## src/rtl/mul_arbiter.sv

```systemverilog
// rtl/mul_arbiter.sv - two-requester arbiter sharing one combinational 8x8 multiplier
// One operation in flight; round-robin priority flips to the other requester after each response.
module mul_arbiter #(
    parameter int WAIT_CYC = 1
) (
    input  logic        clk,
    input  logic        rst,
    input  logic        req0_valid,
    input  logic [7:0]  req0_a,
    input  logic [7:0]  req0_b,
    output logic        req0_ready,
    input  logic        req1_valid,
    input  logic [7:0]  req1_a,
    input  logic [7:0]  req1_b,
    output logic        req1_ready,
    output logic        rsp0_valid,
    output logic [15:0] rsp0_y,
    input  logic        rsp0_ready,
    output logic        rsp1_valid,
    output logic [15:0] rsp1_y,
    input  logic        rsp1_ready,
    output logic [7:0]  mul_a,
    output logic [7:0]  mul_b,
    input  logic [15:0] mul_y,
    output logic        busy,
    output logic [15:0] done_cnt
);
    typedef enum logic [1:0] {S_IDLE, S_WAIT, S_RESP} state_t;

    localparam logic [3:0] CNT_LOAD = 4'(WAIT_CYC - 1);

    state_t      r_state;
    state_t      w_state_nxt;
    logic        r_prio;
    logic        r_owner;
    logic [3:0]  r_cnt;
    logic [7:0]  r_op_a;
    logic [7:0]  r_op_b;
    logic [15:0] r_result;
    logic [15:0] r_done_cnt;

    logic w_idle;
    logic w_resp;
    logic w_grant0;
    logic w_grant1;
    logic w_accept;
    logic w_rsp_hs;

    // Sole valid requester wins; on contention the priority pointer decides.
    assign w_grant0   = req0_valid & (~req1_valid | ~r_prio);
    assign w_grant1   = req1_valid & (~req0_valid | r_prio);
    assign w_idle     = (r_state == S_IDLE);
    assign w_resp     = (r_state == S_RESP);
    assign req0_ready = w_idle & ~rst & w_grant0;
    assign req1_ready = w_idle & ~rst & w_grant1;
    assign w_accept   = req0_ready | req1_ready;
    assign w_rsp_hs   = w_resp & (r_owner ? rsp1_ready : rsp0_ready);

    assign rsp0_valid = w_resp & ~r_owner;
    assign rsp1_valid = w_resp & r_owner;
    assign rsp0_y     = rsp0_valid ? r_result : 16'h0000;
    assign rsp1_y     = rsp1_valid ? r_result : 16'h0000;
    assign mul_a      = r_op_a;
    assign mul_b      = r_op_b;
    assign busy       = ~w_idle;
    assign done_cnt   = r_done_cnt;

    always_ff @(posedge clk) begin
        if (rst) begin
            r_state <= S_IDLE;
        end else begin
            r_state <= w_state_nxt;
        end
    end

    always_comb begin
        w_state_nxt = r_state;
        case (r_state)
            S_IDLE:  if (w_accept) w_state_nxt = S_WAIT;
            S_WAIT:  if (r_cnt == 4'd0) w_state_nxt = S_RESP;
            S_RESP:  if (w_rsp_hs) w_state_nxt = S_IDLE;
            default: w_state_nxt = S_IDLE;
        endcase
    end

    always_ff @(posedge clk) begin
        if (rst) begin
            r_prio     <= 1'b0;
            r_owner    <= 1'b0;
            r_cnt      <= 4'd0;
            r_op_a     <= 8'd0;
            r_op_b     <= 8'd0;
            r_result   <= 16'd0;
            r_done_cnt <= 16'd0;
        end else begin
            if (w_accept) begin
                r_op_a  <= req1_ready ? req1_a : req0_a;
                r_op_b  <= req1_ready ? req1_b : req0_b;
                r_owner <= req1_ready;
                r_cnt   <= CNT_LOAD;
            end
            // The multiplier has settled once the countdown reaches zero.
            if (r_state == S_WAIT) begin
                if (r_cnt == 4'd0) begin
                    r_result <= mul_y;
                end else begin
                    r_cnt <= r_cnt - 4'd1;
                end
            end
            if (w_rsp_hs) begin
                r_prio     <= ~r_owner;
                r_done_cnt <= r_done_cnt + 16'd1;
            end
        end
    end
endmodule
```

## config.mk

```make
export PLATFORM = sky130hd
export DESIGN_NAME = mul_arbiter
export DESIGN_NICKNAME = d
export VERILOG_FILES = /design/src/rtl/mul_arbiter.sv
export SDC_FILE = /design/constraint.sdc
export NUM_CORES = 1
export LEC_CHECK = 0
export ABC_AREA = 1
export CAP_MARGIN = 40
export CORE_MARGIN = 5
export CORE_UTILIZATION = 55
export DETAILED_ROUTE_END_ITERATION = 7
export DONT_BUFFER_PORTS = 1
export GPL_TIMING_DRIVEN = 0
export MAX_ROUTING_LAYER = met4
export PLACE_DENSITY = 0.7
export SLEW_MARGIN = 40
export SYNTH_ARGS = -nofsm -noshare
export SYNTH_HDL_FRONTEND = slang
export SYNTH_SLANG_ARGS = --single-unit
```

## constraint.sdc

```tcl
create_clock -name clk -period 1.5 [get_ports clk]
set_clock_uncertainty 0.1 [all_clocks]
set_input_delay 0.225 -clock clk [delete_from_list [all_inputs] [get_ports clk]]
set_output_delay 0.225 -clock clk [all_outputs]
set_load 0.005 [all_outputs]
```

==> results.py <==
metrics = {
    "synth": {
        "ys_warn_count": 0,
        "synth.area.top_cells": "dfxtp_1, nand2_1, nor2_1",
        "synth_cell_types": 27,
        "yosysTopAreaCell": "dfxtp_1",
        "ys_ff_latch": 56,
        "synth-edff-count": 0,
        "avgSynthCellArea_sq_um": 6.57,
        "ys.flop_type": "dfxtp_1",
        "synth_nets": 473,
        "yosys.area.top_type_share_pct": 40.9,
        "synth_sequential_area_ratio_pct": 40.9,
        "syn-cell-area_sq_mm": 0.00274,
        "async_reset_ff_share_pct": 0,
        "synthCells": 417,
    },
    "critical_path": {
        "crit_path_start_kind": "flop",
        "cp.required_ps": 1170,
        "reg2reg_slack_ps": -100,
        "path_class": "flop to primary output",
        "cp-end-kind": "primary output",
        "crit_path_max_fanout": 10,
        "crit_arrival_ps": 1400,
    },
    "power_and_ir_drop": {
        "vdd_drop_max_uv": 762,
        "seq_power_share_pct": 54.2,
        "power.internal_mw": 2.15,
        "p_leak_nw": 1.40,
        "pwr-share-clk_pct": 25.9,
        "power.total_mw": 3.04,
        "swShare_pct": 29.4,
        "power_frac_comb_pct": 19.8,
        "power_density_mw_per_mm2": 839,
        "p_switching_mw": 0.894,
    },
    "flow_run": {
        "drv_cap": 0,
    },
    "grt": {
        "grt_overflow": 0,
        "grt_start_max_net_pins": 16,
        "grt_pass1_vias": 2421,
        "grt_pass1_wl_microns": 11100,
        "grt_use_total_pct": 21.9,
        "antenna_found_initial": 0,
    },
    "cells_and_area": {
        "nets": 507,
        "multi_input_area_sq_mm": 0.00169,
        "fillers": 362,
        "area_growth_pct": 32.4,
        "final_util_pct": 75.8,
        "seqCellArea_sq_mm": 0.00114,
        "antennaDiodeCount": 0,
        "finalNonFillerCells": 518,
        "final_layout_size_suffix_gt1_share_pct": 29.9,
    },
    "clock_tree": {
        "clk_pin_slew_ps": 100,
        "cts_tree": "done",
        "clock-sinks": 56,
        "cts-buffers-inserted": 5,
        "cts_root_buf": "clkbuf_8",
        "cts.htree.levels": 2,
        "clk_latency_ps": 310,
        "clock_path_buffers": 2,
    },
    "floorplanning": {
        "die_h_microns": 80.6,
        "ioPinCount": 123,
        "placementRows": 25,
        "initial_core_util_pct": 57.3,
        "die_x_microns": 80.6,
        "core_area_sq_mm": 0.00479,
        "die_area_sq_mm": 0.00650,
    },
    "detailed_routing": {
        "viasPerCell": 5.21,
        "detail-route-antenna-nets": 0,
        "first_iter_violations": 116,
        "dr.pass1.iters": 4,
        "drt-wirelength-per-cell_microns": 14.9,
        "vias": 2701,
        "route.detailed.drc": 0,
        "wl_microns": 7720,
    },
    "timing": {
        "maxSlewViolCount": 0,
        "finalSetupViolCount": 46,
        "worstMarginPinSlew_ps": 572,
        "fin_ws_ps": -227,
        "whs_ps": -2.48,
        "grt_setup_unrepaired": "yes",
        "hold_viol": 1,
        "period_needed_ps": 1730,
        "relSlewSlack_pct": 61.9,
        "timing.fmax_mhz": 579,
        "period_share_pct": 115,
    },
    "place": {
        "post-dp-hpwl_microns": 4930,
        "placed_cells": 484,
        "gp_congestion": 0.790,
        "port_buffers": 0,
    },
    "status": {
        "outcome": "finished with violations",
        "failed_checks": "hold timing, setup timing",
    },
    "hold_path": {
        "hold_path_class": "input pin to flop",
    },
}
## worst max-delay path, stage by stage, from the launching register on
cell	delay, ps
dfxtp_4	370
inv_4	50
nor2_4	120
inv_2	80
nor2_4	140
inv_4	80
buf_12	160
nor2_2	100
## cells in the final DEF (no fill, tap or decap), types with 2 or more instances in the layout
cell type,instances
a21oi_2,3
nor2_2,12
xor2_1,3
o21ai_1,19
buf_2,3
buf_4,18
nand3_1,2
clkbuf_8,5
nor2_4,30
inv_2,5
clkbuf_16,2
dlygate4sd3_1,2
nand4_1,7
inv_4,4
nand3_4,3
buf_6,8
buf_12,2
dfxtp_4,3
a21oi_1,24
o21ai_2,9
dfxtp_1,48
clkbuf_1,5
o21ai_0,10
buf_8,3
nand2_2,5
nand2_4,3
ha_4,2
nand3_2,6
nor3_1,5
nor2_1,54
inv_1,44
nand2_1,88
dfxtp_2,5
## sequential cells by signal (all words and copies together), names as in the netlist
name / count
done_cnt: 16
mul_a: 8
mul_b: 8
r_cnt: 4
r_owner: 1
r_prio: 1
r_result: 16
r_state: 2
## per-layer routing
metal | GRT usage, % | share of wire (%) | vias up
met1 | 25.4 | 40 | 1232
met5 | - | 0 | -
met3 | 5.83 | 8.8 | 8
met2 | 38.3 | 50 | 98
met4 | 4.05 | 1.2 | 0
li1 | - | - | 1363
## power by group through the flow
stage / sequential, mW / combinational, mW / clock [mW]
after CTS: 1.64 / 0.450 / 0.796
after global placement: 1.67 / 0.365 / 0
after detailed placement: 1.67 / 0.372 / 0
after global routing: 1.66 / 0.660 / 0.884
after floorplan: 1.66 / 0.302 / 0
final: 1.65 / 0.603 / 0.790
## cell type report
class                   count  area share [%]
plain buffers              16            4.38
clock buffers               6            2.00
multi-input cells         290            46.6
well taps                  67            2.31
inverters                  55            6.10
clock inverters             1           0.138
flip-flops and latches     56            31.4
repair buffers             27            7.14
## logic make-up after synthesis
logic type	after synthesis	share of synthesized area (%)
AND/OR/NAND/NOR	216	33.3
flip-flops	56	40.9
buffers and inverters	71	11.0
AO/OA/AOI/OAI	68	12.6
XOR/XNOR	4	1.28
adder cells (fa/ha/maj)	2	0.913
## metrics by stage
stage                     setup TNS (ps)  cell area, sq um  setup WS [ps]
after floorplan                        0              2740           35.7
after global placement             -3330              2830           -140
after detailed placement           -3750              2830           -174
after CTS                          -6050              3200           -194
after global routing              -11520              3630           -303
final                              -6200              3630           -227
## what timing repair did
item / CTS / global route
endpoints found under the setup margin: 52 / 81
pin swaps: 5 / 22
hold endpoints to repair: 1 / 1
gates resized for setup: 68 / 91
hold buffers: 1 / 1
gates cloned: 0 / 4
buffers inserted: 9 / 12
## cell usage after synthesis, types with 2 or more instances
master and instances:
nor3_1 6, nand2_1 93, clkbuf_1 4, buf_6 2
nand2_2 3, nand3_1 8, nand3_2 2, dfxtp_1 56
nor2_4 4, o21ai_0 25, buf_4 3, a21oi_1 27
inv_2 6, nor2_1 91, o21ai_1 13, buf_2 7
nand4_1 7, xor2_1 3, inv_1 48, ha_1 2
## path summary, 6_finish.rpt
path | endpoint | start | cells past startpoint
setup / recovery | rsp1_y[9] | r_state[1] | 7
hold / removal | r_result[13] | mul_y[13] | 2
setup reg to reg | done_cnt[1] | r_state[1] | 9
hold reg to reg | r_cnt[1] | r_cnt[1] | 2
Note: power is estimated with default switching activity, not from simulation.
